$ cat src/rtl/fft_pkg.sv
// fft_pkg: shared constants, complex sample type and a ceil-log2 helper for the FFT datapath.
package fft_pkg;

    localparam int unsigned DW = 16;

    // Largest positive Q1.15 value; unity twiddle uses this so -1.0 never appears.
    localparam logic [DW-1:0] Q15_ONE = 16'h7FFF;

    typedef struct packed {
        logic signed [DW-1:0] re;
        logic signed [DW-1:0] im;
    } cplx_t;

    // Ceil-log2 for elaboration-time sizing; clog2(1) == 0.
    function automatic int unsigned clog2(input int unsigned value);
        int unsigned result;
        int unsigned v;
        result = 0;
        v = (value > 0) ? value - 1 : 0;
        while (v > 0) begin
            result = result + 1;
            v = v >> 1;
        end
        return result;
    endfunction

endpackage

$ cat src/rtl/r2mdc_twiddle_rom.sv
// r2mdc_twiddle_rom: synchronous twiddle ROM, W(m) = cos(2*pi*m/N) - j*sin(2*pi*m/N) in Q1.15.
// Built from a 17-entry quarter-wave sine table (64-point grid), so N = 2*NUM_INPUTS_PER_PATH
// may be any power of two from 4 to 64. Values are round(32767 * sin), DW >= 16 assumed.
module r2mdc_twiddle_rom #(
    parameter int unsigned NUM_INPUTS_PER_PATH = 32,
    parameter int unsigned DW                  = 16,
    parameter int unsigned AW                  = 5
) (
    input  logic                 CLK,
    input  logic                 RST,
    input  logic                 en_i,
    input  logic [AW-1:0]        addr_i,
    output logic signed [DW-1:0] w_re_o,
    output logic signed [DW-1:0] w_im_o
);
    import fft_pkg::*;

    // Stride into the 64-point grid for smaller transforms.
    localparam int unsigned Step  = clog2(32 / NUM_INPUTS_PER_PATH);
    localparam int unsigned Shift = DW - 16;

    logic signed [DW-1:0] w_re_q, w_im_q;
    int                   grid_idx;
    int                   cos_v;
    int                   sin_v;

    function automatic int sin_q(input int idx);
        int r;
        case (idx)
            0:       r = 0;
            1:       r = 3212;
            2:       r = 6393;
            3:       r = 9512;
            4:       r = 12539;
            5:       r = 15446;
            6:       r = 18204;
            7:       r = 20787;
            8:       r = 23170;
            9:       r = 25329;
            10:      r = 27245;
            11:      r = 28898;
            12:      r = 30273;
            13:      r = 31356;
            14:      r = 32137;
            15:      r = 32609;
            16:      r = int'(Q15_ONE);
            default: r = 0;
        endcase
        return r;
    endfunction

    // Fold the half-circle index onto the quarter-wave table.
    always_comb begin
        grid_idx = int'(addr_i) << Step;
        if (grid_idx <= 16) begin
            cos_v = sin_q(16 - grid_idx);
            sin_v = sin_q(grid_idx);
        end else begin
            cos_v = -sin_q(grid_idx - 16);
            sin_v = sin_q(32 - grid_idx);
        end
    end

    // Registered read; holds on cycles without a valid address.
    always_ff @(posedge CLK) begin
        if (RST) begin
            w_re_q <= '0;
            w_im_q <= '0;
        end else if (en_i) begin
            w_re_q <= DW'(cos_v <<< Shift);
            w_im_q <= DW'(-sin_v <<< Shift);
        end
    end

    assign w_re_o = w_re_q;
    assign w_im_o = w_im_q;

endmodule

$ cat src/rtl/r2mdc_butterfly_stage.sv
// r2mdc_butterfly_stage: radix-2 DIF butterfly and twiddle multiply for one R2MDC stage.
// Register ranks: P1 add/sub (twiddle ROM read in parallel), P2 products, P3 combine/output.
// Option macro BF_ROUND_EN: round half up on the twiddled path; default is truncation.
module r2mdc_butterfly_stage #(
    parameter int unsigned NUM_INPUTS_PER_PATH = 32,
    parameter int unsigned STAGE               = 0,
    parameter int unsigned DW                  = 16
) (
    input  logic                 CLK,
    input  logic                 RST,
    input  logic                 in_valid,
    input  logic signed [DW-1:0] bf_in0_re,
    input  logic signed [DW-1:0] bf_in0_im,
    input  logic signed [DW-1:0] bf_in1_re,
    input  logic signed [DW-1:0] bf_in1_im,
    output logic                 out_valid,
    output logic signed [DW-1:0] bf_out0_re,
    output logic signed [DW-1:0] bf_out0_im,
    output logic signed [DW-1:0] bf_out1_re,
    output logic signed [DW-1:0] bf_out1_im,
    output logic                 out_frame_start
);
    import fft_pkg::*;

    localparam int unsigned           Kw       = clog2(NUM_INPUTS_PER_PATH);
    localparam int unsigned           Span     = NUM_INPUTS_PER_PATH >> STAGE;
    localparam logic [Kw-1:0]         SpanMask = Kw'(Span - 1);
`ifdef BF_ROUND_EN
    localparam logic signed [2*DW:0]  RoundBias = {{(DW+2){1'b0}}, 1'b1, {(DW-2){1'b0}}};
`else
    localparam logic signed [2*DW:0]  RoundBias = '0;
`endif

    // Pair counter and twiddle index
    logic [Kw-1:0] k_q, k_d;
    logic [Kw-1:0] m_d;

    // P1
    logic                 v1_q, f1_q;
    logic signed [DW:0]   sum_re, sum_im, dif_re, dif_im;
    logic signed [DW-1:0] s1_re_q, s1_im_q, d1_re_q, d1_im_q;
    logic signed [DW-1:0] w_re, w_im;

    // P2
    logic                   v2_q, f2_q;
    logic signed [DW-1:0]   s2_re_q, s2_im_q;
    logic signed [2*DW-1:0] pr_q, pi_q, qr_q, qi_q;

    // P3
    logic signed [2*DW:0] re_full, im_full;
    logic                 v3_q, fs3_q;
    logic signed [DW-1:0] o0_re_q, o0_im_q, o1_re_q, o1_im_q;
    logic                 unused_bits;

    // Counter advances once per accepted pair and wraps at the frame length.
    always_comb begin
        k_d = in_valid ? k_q + 1'b1 : k_q;
        m_d = (k_q & SpanMask) << STAGE;
    end

    // Pair counter register
    always_ff @(posedge CLK) begin
        if (RST) begin
            k_q <= '0;
        end else begin
            k_q <= k_d;
        end
    end

    // Sign-extended add/sub; the halving shift keeps the result in DW bits.
    always_comb begin
        sum_re = {bf_in0_re[DW-1], bf_in0_re} + {bf_in1_re[DW-1], bf_in1_re};
        sum_im = {bf_in0_im[DW-1], bf_in0_im} + {bf_in1_im[DW-1], bf_in1_im};
        dif_re = {bf_in0_re[DW-1], bf_in0_re} - {bf_in1_re[DW-1], bf_in1_re};
        dif_im = {bf_in0_im[DW-1], bf_in0_im} - {bf_in1_im[DW-1], bf_in1_im};
    end

    // The ROM's address register acts as the P1 copy of m: W arrives alongside d.
    r2mdc_twiddle_rom #(
        .NUM_INPUTS_PER_PATH (NUM_INPUTS_PER_PATH),
        .DW                  (DW),
        .AW                  (Kw)
    ) u_twiddle_rom (
        .CLK    (CLK),
        .RST    (RST),
        .en_i   (in_valid),
        .addr_i (m_d),
        .w_re_o (w_re),
        .w_im_o (w_im)
    );

    // P1 register: butterfly sum/difference and frame flag
    always_ff @(posedge CLK) begin
        if (RST) begin
            v1_q    <= 1'b0;
            f1_q    <= 1'b0;
            s1_re_q <= '0;
            s1_im_q <= '0;
            d1_re_q <= '0;
            d1_im_q <= '0;
        end else begin
            v1_q <= in_valid;
            if (in_valid) begin
                f1_q    <= (k_q == '0);
                s1_re_q <= sum_re[DW:1];
                s1_im_q <= sum_im[DW:1];
                d1_re_q <= dif_re[DW:1];
                d1_im_q <= dif_im[DW:1];
            end
        end
    end

    // P2 register: four partial products, sum path delayed
    always_ff @(posedge CLK) begin
        if (RST) begin
            v2_q    <= 1'b0;
            f2_q    <= 1'b0;
            s2_re_q <= '0;
            s2_im_q <= '0;
            pr_q    <= '0;
            pi_q    <= '0;
            qr_q    <= '0;
            qi_q    <= '0;
        end else begin
            v2_q <= v1_q;
            if (v1_q) begin
                f2_q    <= f1_q;
                s2_re_q <= s1_re_q;
                s2_im_q <= s1_im_q;
                pr_q    <= (2*DW)'(d1_re_q) * (2*DW)'(w_re);
                pi_q    <= (2*DW)'(d1_im_q) * (2*DW)'(w_im);
                qr_q    <= (2*DW)'(d1_re_q) * (2*DW)'(w_im);
                qi_q    <= (2*DW)'(d1_im_q) * (2*DW)'(w_re);
            end
        end
    end

    // Complex combine; |d| <= 1 and |W| < 1 keep the Q2.30 result inside the slice.
    always_comb begin
        re_full = (2*DW+1)'(pr_q) - (2*DW+1)'(pi_q) + RoundBias;
        im_full = (2*DW+1)'(qr_q) + (2*DW+1)'(qi_q) + RoundBias;
    end

    // P3 register: outputs; data holds through bubbles
    always_ff @(posedge CLK) begin
        if (RST) begin
            v3_q    <= 1'b0;
            fs3_q   <= 1'b0;
            o0_re_q <= '0;
            o0_im_q <= '0;
            o1_re_q <= '0;
            o1_im_q <= '0;
        end else begin
            v3_q  <= v2_q;
            fs3_q <= v2_q & f2_q;
            if (v2_q) begin
                o0_re_q <= s2_re_q;
                o0_im_q <= s2_im_q;
                o1_re_q <= re_full[2*DW-2:DW-1];
                o1_im_q <= im_full[2*DW-2:DW-1];
            end
        end
    end

    assign out_valid       = v3_q;
    assign out_frame_start = fs3_q;
    assign bf_out0_re      = o0_re_q;
    assign bf_out0_im      = o0_im_q;
    assign bf_out1_re      = o1_re_q;
    assign bf_out1_im      = o1_im_q;

    // Discarded guard and fraction bits
    assign unused_bits = ^{sum_re[0], sum_im[0], dif_re[0], dif_im[0],
                           re_full[2*DW:2*DW-1], re_full[DW-2:0],
                           im_full[2*DW:2*DW-1], im_full[DW-2:0]};

endmodule

$ cat config.mk
export PLATFORM = sky130hd
export DESIGN_NAME = r2mdc_butterfly_stage
export DESIGN_NICKNAME = d
export VERILOG_FILES = /design/src/rtl/fft_pkg.sv /design/src/rtl/r2mdc_twiddle_rom.sv /design/src/rtl/r2mdc_butterfly_stage.sv
export SDC_FILE = /design/constraint.sdc
export NUM_CORES = 2
export LEC_CHECK = 0
export ABC_CLOCK_PERIOD_IN_PS = 9700
export CORE_UTILIZATION = 65
export CTS_CLUSTER_DIAMETER = 80
export DETAILED_ROUTE_END_ITERATION = 6
export GPL_TIMING_DRIVEN = 0
export PLACE_DENSITY = 0.83
export SLEW_MARGIN = 15
export SYNTH_ARGS = -nofsm -noshare
export SYNTH_HDL_FRONTEND = slang
export SYNTH_SLANG_ARGS = --single-unit
$ cat constraint.sdc
create_clock -name CLK -period 9.7 [get_ports CLK]
set_input_delay 0.97 -clock CLK [delete_from_list [all_inputs] [get_ports CLK]]
set_output_delay 0.97 -clock CLK [all_outputs]
set_load 0.05 [all_outputs]
## Yosys cells after proc, flatten, opt, wreduce, memory -nomap -nowiden

Memory sizes are Yosys's and may differ from the RTL's. A register that Yosys moved wholly into a read port is not among the register bits.
Cells that the tools add are included.

| word-level totals | value |
|---|---|
| register bits | 327 |
| memory bits (read-only) | 1920 |
| bits of input ports | 67 |
| output and inout bits | 66 |
| logic and storage cells | 57 |
| memories kept | 4 |

| operators by class | value |
|---|---|
| add/sub/neg operators | 12 |
| $mul | 4 |
| $lt $le $gt $ge | 1 |
| muxes and demuxes | 8 |
| bitwise logic cells | 1 |
| reduce and logical (&&, ||, !) cells | 4 |

Memories:

| name | depth | width | read ports | clocked after memory_dff | write ports | line | text |
|---|---|---|---|---|---|---|---|
| (no name shown) | 32 | 15 | 1 | 0 | 0 | r2mdc_twiddle_rom.sv:29 | `case (idx)` |
| (no name shown) | 32 | 15 | 1 | 1 | 0 | r2mdc_twiddle_rom.sv:29 |  |
| (no name shown) | 32 | 15 | 1 | 0 | 0 | r2mdc_twiddle_rom.sv:29 |  |
| (no name shown) | 32 | 15 | 1 | 0 | 0 | r2mdc_twiddle_rom.sv:29 |  |

Operator list:

| operator | count |
|---|---|
| 16-bit by 16-bit multiplier with 31-bit output | 4 |
| 16-bit 2-to-1 mux | 6 |
| 27-bit zero test | 3 |
| 16-bit by 16-bit adder with 17-bit output | 2 |
| 16-bit by 16-bit subtractor with 17-bit output | 2 |
| 16-bit negation | 2 |
| 31-bit adder | 1 |
| 31-bit subtractor | 1 |
| 5-bit 2-to-1 mux | 2 |
| 6-bit by 5-bit subtractor with 7-bit output, first input constant | 1 |
| 5-bit by 5-bit subtractor with 6-bit output, first input constant | 1 |
| 5-bit by 5-bit subtractor with 6-bit output, second input constant | 1 |
| 5-bit by 1-bit adder with 5-bit output, second input constant | 1 |
| 5-bit less-or-equal comparator, second input constant | 1 |
| 5-bit zero test | 1 |
| 1-bit AND | 1 |

## Logic depth before layout (Yosys ltp)

| logic depth | value |
|---|---|
| word-level depth | 6 |
| depth in mapped cells | 26 |
| gate-level depth less buffers | 24 |

## Modules after synthesis

A second synthesis with hierarchy kept.

| unflattened totals | value |
|---|---|
| cells, all modules | 6413 |
| area total of the unflattened synthesis | 56588.0 µm² |

By module, submodules not included:

| module | times used | cells each | area an instance (µm²) | sequential area each (µm²) |
|---|---|---|---|---|
| r2mdc_butterfly_stage | 1 | 5949 | 53173.5 | 5905.7 |
| r2mdc_twiddle_rom | 1 | 464 | 3414.5 | 640.6 |

## Worst setup path before layout

OpenSTA, ideal clock, no wires.

| path | value |
|---|---|
| kind | reg2reg |
| start | register d1_re_q[15] |
| end | register pr_q[30] |
| library setup time | 0.116 ns |
| arrival time | 6.094 ns |
| slack | 3.490 ns |
| stages on the path, launching flop included | 25 |
| period minus slack after synthesis | 6.210 ns |
| cells stage by stage | dfxtp_1 clkbuf_1 clkbuf_1 nand2_1 inv_1 fa_1 inv_1 fa_1 inv_1 fa_1 fa_1 fa_1 inv_1 fa_1 inv_1 ha_1 a21o_1 a21o_1 a21oi_1 o21ai_0 or3_1 o21bai_1 o21ai_0 a211o_1 a41o_1 |

| on the way | value |
|---|---|
| word-level cells in the longest chain between the ends | 1 |

RTL lines:

| what | line | text |
|---|---|---|
| start: declaration | r2mdc_butterfly_stage.sv:41 | `logic signed [DW-1:0] s1_re_q, s1_im_q, d1_re_q, d1_im_q;` |
| start signal: assignment | r2mdc_butterfly_stage.sv:107 | `d1_re_q <= dif_re[DW:1];` |
| 16-bit by 16-bit multiplier with 31-bit output | r2mdc_butterfly_stage.sv:130 | `pr_q <= (2*DW)'(d1_re_q) * (2*DW)'(w_re);` |
| end signal: assignment | r2mdc_butterfly_stage.sv:130 |  |
| end: declaration | r2mdc_butterfly_stage.sv:47 | `logic signed [2*DW-1:0] pr_q, pi_q, qr_q, qi_q;` |

No other way between the ends.
A chain may end at the register's enable or synchronous reset.

## Final worst setup path

| path | value |
|---|---|
| start | register d1_re_q[6] |
| end | register pr_q[27] |

The elaborated chain is that of the path after synthesis.

==> results.sh <==
export IMPL_outcome="complete, but fails checks"
export IMPL_failed_checks="design-rule violations"
export IMPL_synth_cell_type_count=103
export IMPL_cp_max_fo=14
export IMPL_hold_violations=0
export IMPL_min_from="bf_out1_re[14]"
export IMPL_arrival_ns=9.94
export IMPL_maxSlewViolCount=0
export IMPL_cts_tree="done"
export IMPL_dp_slack_ns=0.7598
export IMPL_grt_util_all_layers_pct=47.96
export IMPL_grt_pass1_wl_mm=306.7
export IMPL_drc=3
export IMPL_grt_setup_unrepaired="no"
export IMPL_seqPwrFrac_pct=15.7
export IMPL_io_pins=133
export IMPL_internal_power_uw=5414
export IMPL_cpLargestDelayFamily="adder cells"
export IMPL_syn_to_final_growth_pct=7.717
export IMPL_netlist_area_sq_mm=0.05667
export IMPL_reg2reg_from="d1_re_q[6]"
export IMPL_final_antenna_net_count=0
export IMPL_whs_endpoint="bf_out1_re[14]"
export IMPL_synth_top_family_by_area="adder cells"
export IMPL_synth_main_ff_cell="dfxtp_1"
export IMPL_finClkSkew_ns=0.06220
export IMPL_avgSynthCellArea_sq_um=8.840
export IMPL_clk_pin_slew_ns=0.06
export IMPL_hpwl_mm=169.7
export IMPL_stdcell_area_sq_mm=0.06104
export IMPL_reg2reg_depth=20
export IMPL_syn_nets=7963
export IMPL_most_common_layout_cells="inv_1, fa_1, nand2_1"
export IMPL_fp_coreArea_sq_mm=0.08582
export IMPL_initial_core_util_pct=66.03
export IMPL_worstMarginPinSlew_ns=1.403
export IMPL_hold_class="reg -> reg"
export IMPL_synth_fa_ha_area_share_pct=46.43
export IMPL_cap_violations=0
export IMPL_worstPathBufferInverterCount=3
export IMPL_first_pass_iters=7
export IMPL_tns_ns=0
export IMPL_grt_start_max_net_pins=15
export IMPL_ys_ff_latch=342
export IMPL_critical_path_required_ns=10.13
export IMPL_leakage_uw=0.02972
export IMPL_nets=8140
export IMPL_whs_path_depth=2
export IMPL_synth_compound_area_share_pct=8.311
export IMPL_cpPeakStageDelay_ns=1.07
export IMPL_end_kind="register"
export IMPL_rows=107
export IMPL_cts_resized=0
export IMPL_p_comb_share_pct=70.3
export IMPL_synth_warnings=0
export IMPL_maxSlewHeadroom_pct=6.486
export IMPL_gp_congestion=1.095
export IMPL_placed_cell_area_sq_mm=0.05948
export IMPL_post_cts_repair_setup_buffers=0
export IMPL_cts_max_level=2
export IMPL_path_cells="clkbuf_1 > and2_1 > fa_1 > inv_1 > fa_1 > fa_1 > fa_1 > inv_1 > fa_1 > fa_1 > ha_1 > a21boi_2 > a21oi_1 > o31ai_1 > a221oi_1 > a21o_1 > a31oi_1 > a21oi_1 > xor2_1 > o21ai_0"
export IMPL_finalSetupViolCount=0
export IMPL_worst_path_most_repeated_cell="fa_1"
export IMPL_seq_area_frac_synth_pct=12.08
export IMPL_sw_frac_of_total_pct=54.93
export IMPL_insertion_delay_ns=0.63
export IMPL_grt_overflow=0
export IMPL_timing_rr_end="pr_q[27]"
export IMPL_synthArstFlopShare_pct=0
export IMPL_first_global_vias=48430
export IMPL_cts_sinks=342
export IMPL_fin_crit_ns=9.510
export IMPL_antenna_found_initial=39
export IMPL_root_buffer="clkbuf_16"
export IMPL_regArea_sq_mm=0.006847
export IMPL_die_h_um=297.3
export IMPL_synthXorXnorAreaFrac_pct=3.818
export IMPL_avgRoutedWirePerCell_um=26.83
export IMPL_cts_buffer_depth=3
export IMPL_cts_made_buffers=40
export IMPL_fp_dieW_um=297.3
export IMPL_vias=47370
export IMPL_start_kind="register"
export IMPL_via_per_inst=6.079
export IMPL_synth_simple_area_share_pct=15.31
export IMPL_dieArea_sq_mm=0.08836
export IMPL_vdd_drop_max_uv=567.9
export IMPL_cts_hold_buf=0
export IMPL_fill_cells=6703
export IMPL_power_switching_uw=6597
export IMPL_io_buffers=131
export IMPL_total_power_uw=12010
export IMPL_drt_iter0_drc=4811
export IMPL_critPathSlowestCell="clkbuf_1"
export IMPL_fmax_ghz=0.1052
export IMPL_power_density_mw_per_mm2=196.8
export IMPL_p_clk_share_pct=14.0
export IMPL_drive_gt1_share_pct=2.358
export IMPL_wl_mm=209.1
export IMPL_min_period_over_period_pct=98.04
export IMPL_multi_input_area_sq_mm=0.04378
export IMPL_syn_inst=6410
export IMPL_synth_edf_count=0
export IMPL_muxShareOfSynthArea_pct=3.327
export IMPL_final_common_cell="inv_1"
export IMPL_setup_ws_ns=0.1902
export IMPL_rrSetupSlack_ns=0.19
export IMPL_crit_type="reg -> reg"
-- synthesized netlist by cell type (6+ instances only) --
| cell type | number | share of area, % |
|---|---|---|
| o2bb2ai_1 | 7 | 0.11 |
| or2_2 | 8 | 0.088 |
| o41ai_1 | 9 | 0.14 |
| o21a_1 | 12 | 0.16 |
| a211oi_1 | 82 | 1.1 |
| a221oi_1 | 6 | 0.093 |
| and2_1 | 477 | 5.3 |
| o31ai_1 | 13 | 0.17 |
| or3_1 | 18 | 0.20 |
| fa_1 | 1028 | 36 |
| nor3_1 | 51 | 0.45 |
| o21bai_1 | 36 | 0.48 |
| nor2_1 | 465 | 3.1 |
| a31oi_1 | 21 | 0.23 |
| buf_1 | 13 | 0.086 |
| nand4_1 | 11 | 0.12 |
| dfxtp_1 | 342 | 12 |
| a21oi_1 | 208 | 1.8 |
| a211o_1 | 6 | 0.093 |
| nor2b_1 | 23 | 0.25 |
| and3_1 | 13 | 0.14 |
| clkbuf_8 | 6 | 0.15 |
| xnor2_1 | 177 | 2.7 |
| nand3_1 | 40 | 0.35 |
| mux2i_1 | 173 | 3.1 |
| a22o_1 | 6 | 0.093 |
| a21o_1 | 61 | 0.81 |
| a311oi_1 | 12 | 0.19 |
| o211ai_1 | 19 | 0.25 |
| o21ai_0 | 135 | 1.2 |
| nand2b_1 | 41 | 0.45 |
| xor2_1 | 70 | 1.1 |
| nand3b_1 | 6 | 0.079 |
| a2111oi_0 | 6 | 0.093 |
| inv_1 | 1255 | 8.3 |
| a22oi_1 | 6 | 0.079 |
| nand2_1 | 656 | 4.3 |
| clkbuf_1 | 298 | 2.0 |
| o22ai_1 | 9 | 0.099 |
| ha_1 | 458 | 10 |
-- power by group through the flow --
stage / clock (uW) / combinational, uW / sequential, uW
after floorplan: 0 / 4980 / 1830
after global placement: 0 / 7880 / 1880
after detailed placement: 0 / 8140 / 1890
after CTS: 1680 / 8200 / 1860
final: 1680 / 8450 / 1880
after global routing: 1740 / 8950 / 1880
-- per-layer routing --
metal / global-route usage (%) / vias to the layer above / wire (um)
met4: 39.18 / 20 / 20860
met1: 55.20 / 23420 / 70990
met2: 72.20 / 2980 / 90170
li1: - / 20090 / -
met5: 0 / - / 193
met3: 17.05 / 869 / 26900
-- cell families after synthesis --
kind of cell    after synthesis
fa+ha+maj                  1486
simple gates               1842
buf+inv                    1590
xor+xnor                    247
compound gates              722
flops                       342
mux                         181
-- worst register-to-register path: cells and delay by family (launching register included) --
family,cells,cell delay (ns)
compound gates,8,2.69
xor+xnor,1,1.05
fa+ha+maj,7,3.47
buf+inv,3,1.20
flops,1,0.60
simple gates,1,0.31
-- state kept, by name (all words and copies together) (netlist names), 31 cells and up, named ones only --
signal	cells
pi_q	31
pr_q	31
qi_q	31
qr_q	31
-- through the flow --
step | hold slack (ns) | cells | utilization, %
6_report | 0.4624 | 7793 | 71.13
5_1_grt | 0.4892 | 7765 | 71.05
4_1_cts | 0.4629 | 7761 | 71.02
3_5_place_dp | 0.4498 | 7689 | 69.32
3_3_place_gp | 0.4384 | 7685 | 69.23
2_1_floorplan | 0.4250 | 6410 | -
-- area by class of cell --
type                    instances  share of cell area, %
multi-input cells            4478                  71.73
well taps                    1144                  2.345
inverters                    1260                  7.748
flip-flops and latches        342                  11.22
repair buffers                135                  2.204
diodes                         32                 0.1312
clock inverters                26                 0.6682
clock buffers                  46                  1.726
plain buffers                 330                  2.230
-- worst max-delay path by stage --
stage / from / to / slack [ns] / depth (start not counted)
finish: d1_re_q[6] / pr_q[27] / 0.19 / 20
global route: d1_re_q[6] / pr_q[29] / 0.30 / 20
floorplan: d1_re_q[15] / pr_q[30] / 3.49 / 24
CTS: d1_re_q[7] / pr_q[29] / 0.68 / 20
detailed placement: d1_re_q[7] / pr_q[27] / 0.76 / 20
global placement: u_twiddle_rom.w_re_o[4] / pr_q[28] / 0.11 / 20
Power figures use the tool's default switching activity.
